## config.mk

```make
export PLATFORM = sky130hd
export DESIGN_NAME = ps2_host_tx_flat
export DESIGN_NICKNAME = d
export VERILOG_FILES = /design/src/rtl/ps2_host_tx_if.sv /design/src/rtl/ps2_host_tx.sv /design/src/flat_wrapper.sv
export SDC_FILE = /design/constraint.sdc
export NUM_CORES = 1
export LEC_CHECK = 0
export ABC_AREA = 1
export ABC_CLOCK_PERIOD_IN_PS = 5300
export BUFFER_PORTS_ARGS = -buffer_cell sky130_fd_sc_hd__buf_2
export CAP_MARGIN = 30
export CORE_UTILIZATION = 30
export DETAILED_ROUTE_END_ITERATION = 16
export SYNTH_ARGS = -nofsm -noshare
export SYNTH_HDL_FRONTEND = slang
export SYNTH_SLANG_ARGS = --single-unit
```

## constraint.sdc

```tcl
create_clock -name clk -period 5.3 [get_ports clk]
set_clock_uncertainty 0.2 [all_clocks]
set_input_delay 0.53 -clock clk [delete_from_list [all_inputs] [get_ports clk]]
set_output_delay 0.53 -clock clk [all_outputs]
set_load 0.02 [all_outputs]
```

## src/rtl/ps2_host_tx_if.sv

```systemverilog
// Command handshake between a requester and the PS/2 host transmitter.
// master: tx_data/tx_valid out, tx_ready in; slave: the reverse.
interface ps2_host_tx_if;
  logic [7:0] tx_data;
  logic       tx_valid;
  logic       tx_ready;

  modport master (
    output tx_data,
    output tx_valid,
    input  tx_ready
  );

  modport slave (
    input  tx_data,
    input  tx_valid,
    output tx_ready
  );
endinterface

```

## src/rtl/ps2_host_tx.sv

```systemverilog
// PS/2 host-to-device byte transmitter: inhibit, request-to-send, 8-bit
// odd-parity frame, device ACK check, with start/transfer timeouts.
// Ports: clk, rstn (async, active low), tx (slave: tx_data/tx_valid/tx_ready),
//   ps2_c_in/ps2_d_in (async pads), ps2_c_oe/ps2_d_oe (1 = pull low),
//   busy, tx_done, tx_err, err_code (01 start, 10 xfer, 11 no ACK).
// Option: define PS2_TX_RETRY_EN to retry start timeout / no-ACK failures.
module ps2_host_tx #(
  parameter int unsigned CLK_FREQ_HZ      = 100_000_000,
  parameter int unsigned INHIBIT_US       = 100,
  parameter int unsigned START_TIMEOUT_US = 15000,
  parameter int unsigned XFER_TIMEOUT_US  = 2000
`ifdef PS2_TX_RETRY_EN
  , parameter int unsigned RETRY_MAX      = 3
`endif
) (
  input  logic         clk,
  input  logic         rstn,
  ps2_host_tx_if.slave tx,
  input  logic         ps2_c_in,
  input  logic         ps2_d_in,
  output logic         ps2_c_oe,
  output logic         ps2_d_oe,
  output logic         busy,
  output logic         tx_done,
  output logic         tx_err,
  output logic [1:0]   err_code
);

  localparam int unsigned CPU   = CLK_FREQ_HZ / 1_000_000;
  localparam int unsigned INH_N = INHIBIT_US * CPU;
  localparam int unsigned STA_N = START_TIMEOUT_US * CPU;
  localparam int unsigned XFR_N = XFER_TIMEOUT_US * CPU;
  localparam int unsigned TMR_M = (INH_N > STA_N) ? INH_N : STA_N;
  localparam int TW = $clog2(TMR_M + 1);
  localparam int XW = $clog2(XFR_N + 1);

  typedef enum logic [2:0] {
    S_IDLE,
    S_INH,
    S_RTS,
    S_SHIFT,
    S_ACK,
    S_WAIT,
    S_DONE,
    S_ERR
  } state_t;

  state_t        state_q, state_d;
  logic [TW-1:0] tmr_q, tmr_d;
  logic [XW-1:0] xfer_q, xfer_d;
  logic [3:0]    bit_q, bit_d;
  logic [7:0]    data_q, data_d;
  logic          par_q, par_d;
  logic [1:0]    err_q, err_d;
  logic          c_oe_q, c_oe_d;
  logic          d_oe_q, d_oe_d;
  logic          c_s1_q, c_s2_q, c_s3_q;
  logic          d_s1_q, d_s2_q;
  logic          fall;
  logic          fail;
  logic [1:0]    fail_code;
`ifdef PS2_TX_RETRY_EN
  localparam int RW = $clog2(RETRY_MAX + 1);
  logic [RW-1:0] retry_q, retry_d;
`endif

  assign fall = c_s3_q & ~c_s2_q;

  always_comb begin
    state_d   = state_q;
    tmr_d     = tmr_q;
    xfer_d    = xfer_q;
    bit_d     = bit_q;
    data_d    = data_q;
    par_d     = par_q;
    err_d     = err_q;
    d_oe_d    = d_oe_q;
    fail      = 1'b0;
    fail_code = 2'b00;
`ifdef PS2_TX_RETRY_EN
    retry_d   = retry_q;
`endif
    unique case (state_q)
      S_IDLE: begin
        if (tx.tx_valid) begin
          data_d  = tx.tx_data;
          par_d   = ~^tx.tx_data;
          tmr_d   = '0;
          d_oe_d  = 1'b0;
          state_d = S_INH;
`ifdef PS2_TX_RETRY_EN
          retry_d = '0;
`endif
        end
      end
      S_INH: begin
        // start bit goes out during the final inhibit cycle
        if (tmr_q == TW'(INH_N - 2)) d_oe_d = 1'b1;
        if (tmr_q == TW'(INH_N - 1)) begin
          tmr_d   = '0;
          state_d = S_RTS;
        end else begin
          tmr_d = (&tmr_q) ? tmr_q : tmr_q + TW'(1);
        end
      end
      S_RTS: begin
        if (fall) begin
          d_oe_d  = ~data_q[0];
          bit_d   = 4'd1;
          xfer_d  = '0;
          state_d = S_SHIFT;
        end else if (tmr_q == TW'(STA_N - 1)) begin
          fail      = 1'b1;
          fail_code = 2'b01;
        end else begin
          tmr_d = (&tmr_q) ? tmr_q : tmr_q + TW'(1);
        end
      end
      S_SHIFT, S_ACK, S_WAIT: begin
        xfer_d = (&xfer_q) ? xfer_q : xfer_q + XW'(1);
        if (xfer_q == XW'(XFR_N - 1)) begin
          err_d   = 2'b10;
          state_d = S_ERR;
        end else if (state_q == S_SHIFT) begin
          if (fall) begin
            bit_d = (&bit_q) ? bit_q : bit_q + 4'd1;
            if (bit_q < 4'd8) begin
              d_oe_d = ~data_q[bit_q[2:0]];
            end else if (bit_q == 4'd8) begin
              d_oe_d = ~par_q;
            end else begin
              d_oe_d  = 1'b0;
              state_d = S_ACK;
            end
          end
        end else if (state_q == S_ACK) begin
          if (fall) begin
            if (d_s2_q) begin
              fail      = 1'b1;
              fail_code = 2'b11;
            end else begin
              state_d = S_WAIT;
            end
          end
        end else if (c_s2_q && d_s2_q) begin
          state_d = S_DONE;
        end
      end
      S_DONE:  state_d = S_IDLE;
      S_ERR:   state_d = S_IDLE;
      default: state_d = S_IDLE;
    endcase

    if (fail) begin
`ifdef PS2_TX_RETRY_EN
      if (retry_q != RW'(RETRY_MAX)) begin
        retry_d = retry_q + RW'(1);
        tmr_d   = '0;
        d_oe_d  = 1'b0;
        state_d = S_INH;
      end else begin
        err_d   = fail_code;
        state_d = S_ERR;
      end
`else
      err_d   = fail_code;
      state_d = S_ERR;
`endif
    end

    // pad enables are registered off the next state so they never glitch
    c_oe_d = (state_d == S_INH);
    if (!(state_d inside {S_INH, S_RTS, S_SHIFT})) d_oe_d = 1'b0;
  end

  always_ff @(posedge clk or negedge rstn) begin
    if (!rstn) begin
      state_q <= S_IDLE;
      tmr_q   <= '0;
      xfer_q  <= '0;
      bit_q   <= '0;
      data_q  <= '0;
      par_q   <= 1'b0;
      err_q   <= 2'b00;
      c_oe_q  <= 1'b0;
      d_oe_q  <= 1'b0;
      c_s1_q  <= 1'b1;
      c_s2_q  <= 1'b1;
      c_s3_q  <= 1'b1;
      d_s1_q  <= 1'b1;
      d_s2_q  <= 1'b1;
`ifdef PS2_TX_RETRY_EN
      retry_q <= '0;
`endif
    end else begin
      state_q <= state_d;
      tmr_q   <= tmr_d;
      xfer_q  <= xfer_d;
      bit_q   <= bit_d;
      data_q  <= data_d;
      par_q   <= par_d;
      err_q   <= err_d;
      c_oe_q  <= c_oe_d;
      d_oe_q  <= d_oe_d;
      c_s1_q  <= ps2_c_in;
      c_s2_q  <= c_s1_q;
      c_s3_q  <= c_s2_q;
      d_s1_q  <= ps2_d_in;
      d_s2_q  <= d_s1_q;
`ifdef PS2_TX_RETRY_EN
      retry_q <= retry_d;
`endif
    end
  end

  assign ps2_c_oe    = c_oe_q;
  assign ps2_d_oe    = d_oe_q;
  assign tx.tx_ready = (state_q == S_IDLE);
  assign busy        = (state_q != S_IDLE);
  assign tx_done     = (state_q == S_DONE);
  assign tx_err      = (state_q == S_ERR);
  assign err_code    = (state_q == S_ERR) ? err_q : 2'b00;

endmodule

```

## src/flat_wrapper.sv

```systemverilog
// flat-port wrapper written by rule: the top's interface ports become plain ports
module ps2_host_tx_flat 
#(
  parameter int unsigned CLK_FREQ_HZ      = 100_000_000,
  parameter int unsigned INHIBIT_US       = 100,
  parameter int unsigned START_TIMEOUT_US = 15000,
  parameter int unsigned XFER_TIMEOUT_US  = 2000

)
  (clk, rstn, ps2_c_in, ps2_d_in, ps2_c_oe, ps2_d_oe, busy, tx_done, tx_err, err_code, tx_tx_data, tx_tx_valid, tx_tx_ready);
  ps2_host_tx_if tx_i ();
  input  logic clk;
  input  logic rstn;
  input  logic ps2_c_in;
  input  logic ps2_d_in;
  output logic ps2_c_oe;
  output logic ps2_d_oe;
  output logic busy;
  output logic tx_done;
  output logic tx_err;
  output logic [1:0] err_code;
  input wire logic [$bits(tx_i.tx_data)-1:0] tx_tx_data;
  input wire logic [$bits(tx_i.tx_valid)-1:0] tx_tx_valid;
  output wire logic [$bits(tx_i.tx_ready)-1:0] tx_tx_ready;
  assign tx_i.tx_data = tx_tx_data;
  assign tx_i.tx_valid = tx_tx_valid;
  assign tx_tx_ready = tx_i.tx_ready;
  ps2_host_tx #(.CLK_FREQ_HZ(CLK_FREQ_HZ), .INHIBIT_US(INHIBIT_US), .START_TIMEOUT_US(START_TIMEOUT_US), .XFER_TIMEOUT_US(XFER_TIMEOUT_US)) u_core (.clk(clk), .rstn(rstn), .tx(tx_i), .ps2_c_in(ps2_c_in), .ps2_d_in(ps2_d_in), .ps2_c_oe(ps2_c_oe), .ps2_d_oe(ps2_d_oe), .busy(busy), .tx_done(tx_done), .tx_err(tx_err), .err_code(err_code));
endmodule
```

# Yosys cells after proc, flatten, opt, wreduce, memory -nomap -nowiden
# Cells that the tools add are included.
[op_classes]
bitwise = 5
reduce_logical = 20
n_eq_ne = 31
order_cmp = 2
n_mux = 61
addsub = 3
[op_table]
columns = ["op", "n"]
rows = [
  ["21-bit two-way mux", 5],
  ["21-bit one-hot mux with 3 select lines", 1],
  ["21-bit by 14-bit equality test with 1-bit output (second input constant)", 2],
  ["3-bit two-way mux", 13],
  ["18-bit two-way mux", 2],
  ["18-bit one-hot mux with 2 select lines", 1],
  ["21-bit by 1-bit adder with 21-bit output (second input constant)", 1],
  ["21-bit equality test (second input constant)", 1],
  ["21-bit AND reduction", 1],
  ["2-bit two-way mux", 10],
  ["4-bit two-way mux", 5],
  ["18-bit by 1-bit adder with 18-bit output (second input constant)", 1],
  ["18-bit equality test (second input constant)", 1],
  ["1-bit two-way mux", 18],
  ["18-bit AND reduction", 1],
  ["3-bit one-hot mux with 5 select lines", 1],
  ["3-bit by 2-bit equality test with 1-bit output (second input constant)", 4],
  ["3-bit equality test (second input constant)", 4],
  ["2-bit inequality test (second input constant)", 6],
  ["3-bit by 2-bit inequality test with 1-bit output (second input constant)", 4],
  ["3-bit nonzero test", 3],
  ["4-bit one-hot mux with 2 select lines", 1],
  ["4-bit AND reduction", 2],
  ["8-bit XNOR reduction", 1],
  ["other kinds (23)", 33],
]
[totals]
ff_bits = 64
out_inout_bits = 8
inputBits = 13

# Logic depth before layout (Yosys ltp)
# Gate-level depths: netlist (run 1).
[logic_depth]
depth_word = 12
mapped_depth = 12

# Worst setup path after synthesis (run 1)
# No wires, ideal clock.
[synth_timing]
path_type = "register to register"
start = "register u_core.tmr_q[0]"
end = "register u_core.tmr_q[14]"
t_required_ps = 4975
arrival_ps = 1622
stages_incl_launch_ff = 11
path_slack_ps = 3353
period_less_slack_ps = 1947
n_path_buf = 2
path_cell_list = "dfrtp_1 > ha_1 > buf_2 > nand3_2 > nor2_2 > nand3_2 > o21ai_4 > inv_4 > buf_8 > o211ai_2 > o21ai_1"
[synth_via]
elab_chain_cells = 5
elab_cells_between_ends = 11
cone_classes = "add/sub: 1; eq/ne: 3; mux: 5; reduce/logical: 2"
[synth_rtl]
columns = ["element", "line", "rtl"]
rows = [
  ["start: declaration", "ps2_host_tx.sv:49", "logic [TW-1:0] tmr_q, tmr_d;"],
  ["start signal: assignment", "ps2_host_tx.sv:197", "tmr_q <= tmr_d;"],
  ["21-bit by 1-bit adder with 21-bit output / 21-bit AND reduction (equally long branches)", "ps2_host_tx.sv:103, ps2_host_tx.sv:116", ""],
  ["21-bit two-way mux", "ps2_host_tx.sv:103, ps2_host_tx.sv:116", ""],
  ["21-bit two-way mux", "ps2_host_tx.sv:112", "end else if (tmr_q == TW'(STA_N - 1)) begin"],
  ["21-bit two-way mux", "ps2_host_tx.sv:107", "if (fall) begin"],
  ["21-bit one-hot mux with 3 select lines", "ps2_host_tx.sv:83", "unique case (state_q)"],
]
# Parallel ways exist; a longest one is shown, timed or not. The select of a mux whose other input is x is not followed.
# A chain may end at the register's enable or synchronous reset.

# Final worst setup path (run 1)
[layout_timing]
start = "register u_core.state_q[1]"
end = "register u_core.xfer_q[3]"
[layout_via]
elab_chain_cells = 4
elab_cells_between_ends = 10
cone_classes = "eq/ne: 6; mux: 1; reduce/logical: 3"
[layout_rtl]
columns = ["element", "line", "rtl"]
rows = [
  ["start: declaration", "ps2_host_tx.sv:48", "state_t state_q, state_d;"],
  ["start signal: assignment", "ps2_host_tx.sv:196", "state_q <= state_d;"],
  ["3-bit equality test / 3-bit by 2-bit equality test with 1-bit output (equally long branches)", "ps2_host_tx.sv:83", ""],
  ["3-bit OR reduction", "ps2_host_tx.sv:83", ""],
  ["2-bit inequality test (no source line) / 2-bit nonzero test (equally long branches)", "-", ""],
  ["3-bit AND reduction (no source line)", "-", ""],
  ["end signal: assignment", "ps2_host_tx.sv:198", "xfer_q <= xfer_d;"],
  ["end: declaration", "ps2_host_tx.sv:50", "logic [XW-1:0] xfer_q, xfer_d;"],
]
# Parallel ways exist; a longest one is shown, timed or not.

==> results of run 1 <==
[metal layers]
| layer | vias to the layer above | GRT usage (%) |
|---|---|---|
| li1 | 1967 | - |
| met3 | 10 | 2.34 |
| met1 | 1712 | 20.6 |
| met2 | 49 | 22.0 |
| met4 | 0 | 6.10 |
| met5 | - | 0 |
[sequential cells by signal (all words and copies together), names as in the netlist, 2 cells and up]
signal / flops
u_core.tmr_q: 21
u_core.err_q: 2
u_core.bit_q: 4
u_core.data_q: 8
u_core.state_q: 3
u_core.xfer_q: 18
[cells by family after synthesis]
family,Yosys count
flops,64
mux,8
compound gates,67
xor+xnor,29
buf+inv,79
simple gates,343
fa+ha+maj,4
[worst max path at each step]
stage | start | to | slack, ns | cells after the start
after floorplan | u_core.tmr_q[0] | u_core.tmr_q[14] | 3.35 | 10
after global placement | u_core.state_q[1] | u_core.xfer_q[3] | 2.62 | 8
after detailed placement | u_core.state_q[1] | u_core.xfer_q[3] | 2.58 | 8
after CTS | u_core.state_q[1] | u_core.xfer_q[3] | 2.57 | 8
after global routing | u_core.state_q[1] | u_core.xfer_q[3] | 2.38 | 8
final | u_core.state_q[1] | u_core.xfer_q[3] | 2.58 | 8
[cell usage after synthesis (2+ instances only)]
cell      number
o211ai_2       6
xnor2_1       11
dfstp_2        5
inv_2          9
nor3_1         5
xor2_1        18
nand3_4        2
mux2_2         8
nor3_2         2
o22ai_2        5
nor2_1        72
o21ai_0       20
a21oi_1        2
inv_1         53
o21ai_2        6
buf_2          6
nor2_2         6
nand2_2        2
dfrtp_1       59
nand3_2        4
nand2_1      167
buf_6          5
o21ai_1       18
ha_1           4
nor2_4         4
buf_4          2
nand2_4        2
a21oi_2        2
nand4_1       18
nand3_1       54
o21a_1         2
[per-stage QoR]
stage / worst slack (ns) / util, % / std cells
finish: 2.58 / 34.3 / 801
global route: 2.38 / 34.3 / 801
CTS: 2.57 / 34.3 / 801
detailed placement: 2.58 / 32.2 / 785
global placement: 2.62 / 32.2 / 785
floorplan: 3.35 / - / 594
[critical path, delay by kind of cell (launching register included)]
family          cells  cell delay [ns]
compound gates      2             0.32
buf+inv             1             0.08
flops               1             0.48
simple gates        5             1.52
[final cells by class]
cell class,instances,area (sq um),area share [%]
Inverter,64,243,4.89
Clock buffer,13,260,5.24
Sequential cell,64,1610,32.4
Timing Repair Buffer,22,115,2.32
Tap cell,184,230,4.64
Clock inverter,3,42.5,0.857
Multi-Input combinational cell,451,2470,49.7
[layout by cell type (no fill, tap or decap), drive strengths merged, types with 2 or more instances in the layout]
cell    count
nand2     171
nor2       83
inv        63
nand3      60
dfrtp      59
o21ai      45
buf        22
nand4      19
xor2       18
clkbuf     13
xnor2      11
mux2        8
nor3        7
o211ai      6
o22ai       6
dfstp       5
ha          4
a21oi       4
o21a        2
clkinv      2
o21bai      2
[power by group through the flow]
stage	sequential (mW)	clock, mW	combinational, mW
global route	0.493	0.637	0.0323
finish	0.493	0.604	0.0276
global placement	0.502	0	0.0288
CTS	0.493	0.623	0.0288
floorplan	0.502	0	0.0107
detailed placement	0.502	0	0.0287
==> impl_metrics.env, run 1 <==
export IMPL_run_status="finished, final reports clean"
export IMPL_wl_met3_um=259
export IMPL_worstSetupEndpointType="flip-flop"
export IMPL_placed_area_sq_um=4660
export IMPL_drcViolationCount=0
export IMPL_clock_fmax_mhz=368
export IMPL_synth_top_family_by_area="simple AND/OR/NAND/NOR gates"
export IMPL_tightest_slew_ns=0.803
export IMPL_power_density_nw_per_um2=227
export IMPL_yosysUniqueCellTypes=46
export IMPL_routed_top_layer="met4"
export IMPL_cts_tree="built"
export IMPL_grt_usage_pct=14.6
export IMPL_grt_pass1_vias=3491
export IMPL_reg2reg_depth=8
export IMPL_r2r_slack_ns=2.58
export IMPL_r2r_end="u_core.xfer_q[3]"
export IMPL_criticalPathCategory="reg2reg"
export IMPL_fp_dieArea_sq_um=15300
export IMPL_min_delay_start="ps2_c_in"
export IMPL_synth_area_mux_share_pct=2.03
export IMPL_grt_overflow=0
export IMPL_stdcell_area_sq_um=4960
export IMPL_clk_path_buf_depth=2
export IMPL_die_w_um=124
export IMPL_nets=629
export IMPL_drt_iter0_drc=171
export IMPL_synth_compound_area_share_pct=11.0
export IMPL_postRouteWirelength_um=10100
export IMPL_initial_utilization_pct=30.6
export IMPL_p_sw_share_pct=20.8
export IMPL_grt_pass1_wl_um=17300
export IMPL_synth_cells=594
export IMPL_avgSynthCellArea_sq_um=7.47
export IMPL_antenna_cells=0
export IMPL_ys_top_cells_by_area="dfrtp_1, nand2_1, nand3_1"
export IMPL_grt_max_degree=65
export IMPL_hold_ws_ns=0.0907
export IMPL_p_clk_share_pct=53.7
export IMPL_peakVddDrop_v=0.000188
export IMPL_period_share_pct=51.3
export IMPL_place_hpwl_um=7340
export IMPL_holdPathEnd="u_core.c_s1_q"
export IMPL_ant_nets=0
export IMPL_cts_root_buf="clkbuf_16"
export IMPL_worst_setup_path_start_kind="flip-flop"
export IMPL_post_cts_resize_count=0
export IMPL_synthSimpleGateAreaFrac_pct=35.7
export IMPL_synth_nets=611
export IMPL_insertion_delay_ns=0.34
export IMPL_netSwitchingPower_uw=234
export IMPL_power_mw=1.13
export IMPL_clk_pin_slew_worst_paths_ns=0.06
export IMPL_ys_async_sr_fraction_pct=100
export IMPL_p_leak_nw=2.30
export IMPL_yosysTopAreaCell="dfrtp_1"
export IMPL_worstPathCellList="inv_2, nand2_1, nand2_1, nand4_1, nor2_4, nor2_4, o21ai_0, o21a_1"
export IMPL_finalSetupViolCount=0
export IMPL_dr_total_vias=3738
export IMPL_htreeDepth=3
export IMPL_required_ns=5.33
export IMPL_finalHoldViolCount=0
export IMPL_worst_path_max_fanout=21
export IMPL_ys_ff_latch=64
export IMPL_synthAdderAreaFrac_pct=1.13
export IMPL_cts_setup_buffers=0
export IMPL_maxSlewViolCount=0
export IMPL_rows=44
export IMPL_antenna_found_initial=0
export IMPL_nFillCells=1520
export IMPL_cpMaxStageDelayCell="dfrtp_1"
export IMPL_period_minus_slack_ns=2.72
export IMPL_die_h_um=124
export IMPL_synth_ff_type="dfrtp_1"
export IMPL_yosysTopAreaCellShare_pct=33.3
export IMPL_p_comb_share_pct=2.5
export IMPL_synth_edf_count=0
export IMPL_wl_met1_um=5250
export IMPL_numCtsBuffers=9
export IMPL_seqPwrFrac_pct=43.8
export IMPL_ios=21
export IMPL_gp_congestion=0.913
export IMPL_p_int_uw=892
export IMPL_area_delta_synth_final_pct=11.9
export IMPL_grt_setup_unrepaired="no"
export IMPL_whs_path_depth=1
export IMPL_cts_sinks=64
export IMPL_cts_hold_buf=0
export IMPL_avgRoutedWirePerCell_um=12.6
export IMPL_slew_headroom_pct=46.4
export IMPL_drt_first_pass_iters=5
export IMPL_viasPerCell=4.67
export IMPL_hold_class="in2reg"
export IMPL_cp_slowest_stage_delay_ns=0.48
export IMPL_r2r_start="u_core.state_q[1]"
export IMPL_io_buffers=20
export IMPL_layout_drive_gt1_share_pct=17.2
export IMPL_core_sq_um=14500
export IMPL_ys_seq_area_share_pct=36.2
export IMPL_synth_warnings=0
export IMPL_synthesis_area_sq_um=4440
export IMPL_cp_data_arrival_time_ns=2.74
export IMPL_synth_xor_area_share_pct=5.72
export IMPL_drv_cap=0
export IMPL_finalSetupTns_ns=0
export IMPL_wl_met2_um=4420
Note: power is estimated with default switching activity, not from simulation.
==> run 2, diff against run 1 <==
--- a/config.mk
+++ b/config.mk
@@ -6,7 +6,7 @@
 export NUM_CORES = 1
 export LEC_CHECK = 0
 export ABC_AREA = 1
-export ABC_CLOCK_PERIOD_IN_PS = 5300
+export ABC_CLOCK_PERIOD_IN_PS = 2600
 export BUFFER_PORTS_ARGS = -buffer_cell sky130_fd_sc_hd__buf_2
 export CAP_MARGIN = 30
 export CORE_UTILIZATION = 30
==> constraint.sdc (replaced) <==
create_clock -name clk -period 2.6 [get_ports clk]
set_clock_uncertainty 0.2 [all_clocks]
set_input_delay 0.26 -clock clk [delete_from_list [all_inputs] [get_ports clk]]
set_output_delay 0.26 -clock clk [all_outputs]
set_load 0.02 [all_outputs]
==> run 2 against run 1 <==
Hold slack gained 0.021 ns. Total power rose by 98%. Final cell count is 2.6% higher. Sequential power grew 100%. Largest power group unchanged. Clock power is 90% higher. Global-route usage is 0.16 points higher.
==> impl_metrics.env, run 2 (synthesis gave the netlist of run 1 again) <==
export IMPL_r2r_slack_ns=0.33
export IMPL_run_status="finished, final reports clean"
export IMPL_power_mw=2.23
export IMPL_avgRoutedWirePerCell_um=12.7
export IMPL_clk_pin_slew_worst_paths_ns=0.06
export IMPL_maxSlewViolCount=0
export IMPL_top_regs="u_core.tmr_q (21), u_core.xfer_q (18), u_core.data_q (8)"
export IMPL_grt_max_degree=32
export IMPL_finalSetupTns_ns=0
export IMPL_largest_register_ffs=21
export IMPL_worstPathCellList="ha_1, nand3_2, inv_2, nand2_1, nor4_2, nand3_1, nand2_1, nand2_1, nand2_1, nor2_1"
export IMPL_grt_overflow=0
export IMPL_period_minus_slack_ns=2.27
export IMPL_cts_setup_buffers=0
export IMPL_min_delay_start="tx_tx_valid"
export IMPL_drcViolationCount=0
export IMPL_rows=44
export IMPL_placed_cells=795
export IMPL_reg2reg_depth=10
export IMPL_insertion_delay_ns=0.35
export IMPL_power_density_nw_per_um2=433
export IMPL_finalHoldViolCount=0
export IMPL_worstSetupEndpointType="flip-flop"
export IMPL_layout_common_cells="nand2_1, nor2_1, dfrtp_1"
export IMPL_cp_top_family="simple AND/OR/NAND/NOR gates"
export IMPL_antenna_cells=0
export IMPL_io_buffers=20
export IMPL_die_w_um=124
export IMPL_die_h_um=124
export IMPL_grt_pass1_vias=3463
export IMPL_ant_nets=0
export IMPL_grt_usage_pct=14.8
export IMPL_post_cts_resize_count=0
export IMPL_slew_headroom_pct=70.1
export IMPL_whs_path_depth=5
export IMPL_antenna_found_initial=0
export IMPL_drt_iter0_drc=205
export IMPL_cp_data_arrival_time_ns=2.28
export IMPL_layout_drive_gt1_share_pct=18.5
export IMPL_viasPerCell=4.76
export IMPL_drv_cap=0
export IMPL_final_common_cell="nand2_1"
export IMPL_postRouteWirelength_um=10400
export IMPL_holdPathEnd="u_core.state_q[0]"
export IMPL_tightest_slew_ns=0.445
export IMPL_use_met3_pct=2.56
export IMPL_area_delta_synth_final_pct=16.2
export IMPL_globalRouteMet2Util_pct=20.9
export IMPL_clock_fmax_mhz=440
export IMPL_nets=650
export IMPL_ios=21
export IMPL_grt_setup_unrepaired="no"
export IMPL_fp_dieArea_sq_um=15300
export IMPL_gp_congestion=0.898
export IMPL_final_cells=822
export IMPL_place_hpwl_um=7760
export IMPL_crit_buf_inv=1
export IMPL_top_register="u_core.tmr_q"
export IMPL_worst_setup_path_start_kind="flip-flop"
export IMPL_cpMaxStageDelayCell="dfrtp_1"
export IMPL_cpMostUsedCell="nand2_1"
export IMPL_hold_class="in2reg"
export IMPL_grt_pass1_wl_um=17400
export IMPL_dr_total_vias=3913
export IMPL_core_sq_um=14500
export IMPL_r2r_end="u_core.tmr_q[1]"
export IMPL_period_share_pct=87.3
export IMPL_clk_path_buf_depth=2
export IMPL_cts_root_buf="clkbuf_16"
export IMPL_htreeDepth=3
export IMPL_criticalPathCategory="reg2reg"
export IMPL_drt_first_pass_iters=5
export IMPL_peakVddDrop_v=0.000344
export IMPL_cts_tree="built"
export IMPL_r2r_start="u_core.tmr_q[0]"
export IMPL_p_leak_nw=2.38
export IMPL_cts_sinks=64
export IMPL_grt_busiest_layer="met1"
export IMPL_worst_path_max_fanout=7
export IMPL_use_met1_pct=21.2
export IMPL_finalSetupViolCount=0
export IMPL_initial_utilization_pct=30.6
export IMPL_required_ns=2.61
export IMPL_numCtsBuffers=9
export IMPL_cp_slowest_stage_delay_ns=0.41
[run 2: changes by cell type in the layout (fill, tap and decap cells not counted), sizes merged]
cell	delta
dlygate4sd3	+11
buf	+10
clkbuf	-3
clkinv	+2
clkinvlp	+2
bufinv	-1
[run 2: what timing repair did]
item / CTS / global route
endpoints found under the setup margin: 0 / 0
hold buffers: 11 / 0
hold endpoints to repair: 45 / 0
[run 2: worst register-to-register path: stages (launching register included)]
cell	delay, ns
dfrtp_1	0.41
ha_1	0.36
nand3_2	0.19
inv_2	0.09
nand2_1	0.13
nor4_2	0.31
nand3_1	0.16
nand2_1	0.14
nand2_1	0.06
nand2_1	0.06
nor2_1	0.04
[run 2: stage by stage]
stage                     area [sq um]  util [%]  setup WS (ns)  hold WS (ns)
after floorplan                   4440         -          0.653        -0.236
after global placement            4760      32.9          0.314       -0.0307
after detailed placement          4760      32.9          0.316       -0.0362
after CTS                         5160      35.6          0.308         0.103
after global routing              5160      35.6          0.108         0.144
final                             5160      35.6          0.329         0.112
[run 2: power by group]
group | total [mW] | internal [mW] | switching, mW
combinational | 0.0758 | 0.0353 | 0.0404
sequential | 1.00 | 1.00 | 0.00151
clock | 1.15 | 0.671 | 0.479
total | 2.23 | 1.71 | 0.521
[run 2: area by class of cell]
type	count	area, sq um
inverters	64	243
well taps	184	230
clock buffers	10	239
multi-input cells	451	2470
fillers	1496	9320
flip-flops and latches	64	1610
clock inverters	6	45.0
repair buffers	43	325
[run 2: worst max path at each step]
stage	slack (ns)	start	cells after the start	to
final	0.33	u_core.tmr_q[0]	10	u_core.tmr_q[1]
after global routing	0.11	u_core.tmr_q[0]	10	u_core.tmr_q[1]
after CTS	0.31	u_core.tmr_q[0]	10	u_core.tmr_q[0]
after detailed placement	0.32	u_core.tmr_q[0]	10	u_core.tmr_q[0]
after global placement	0.31	u_core.tmr_q[1]	10	u_core.tmr_q[0]
after floorplan	0.65	u_core.tmr_q[0]	10	u_core.tmr_q[14]
[run 2: metal layers]
metal | wire, um | vias to the layer above | part of all wire [%]
li1 | - | 2015 | -
met1 | 5400 | 1814 | 52
met2 | 4380 | 66 | 42
met3 | 378 | 18 | 3.6
met4 | 261 | 0 | 2.5
met5 | 0 | - | 0
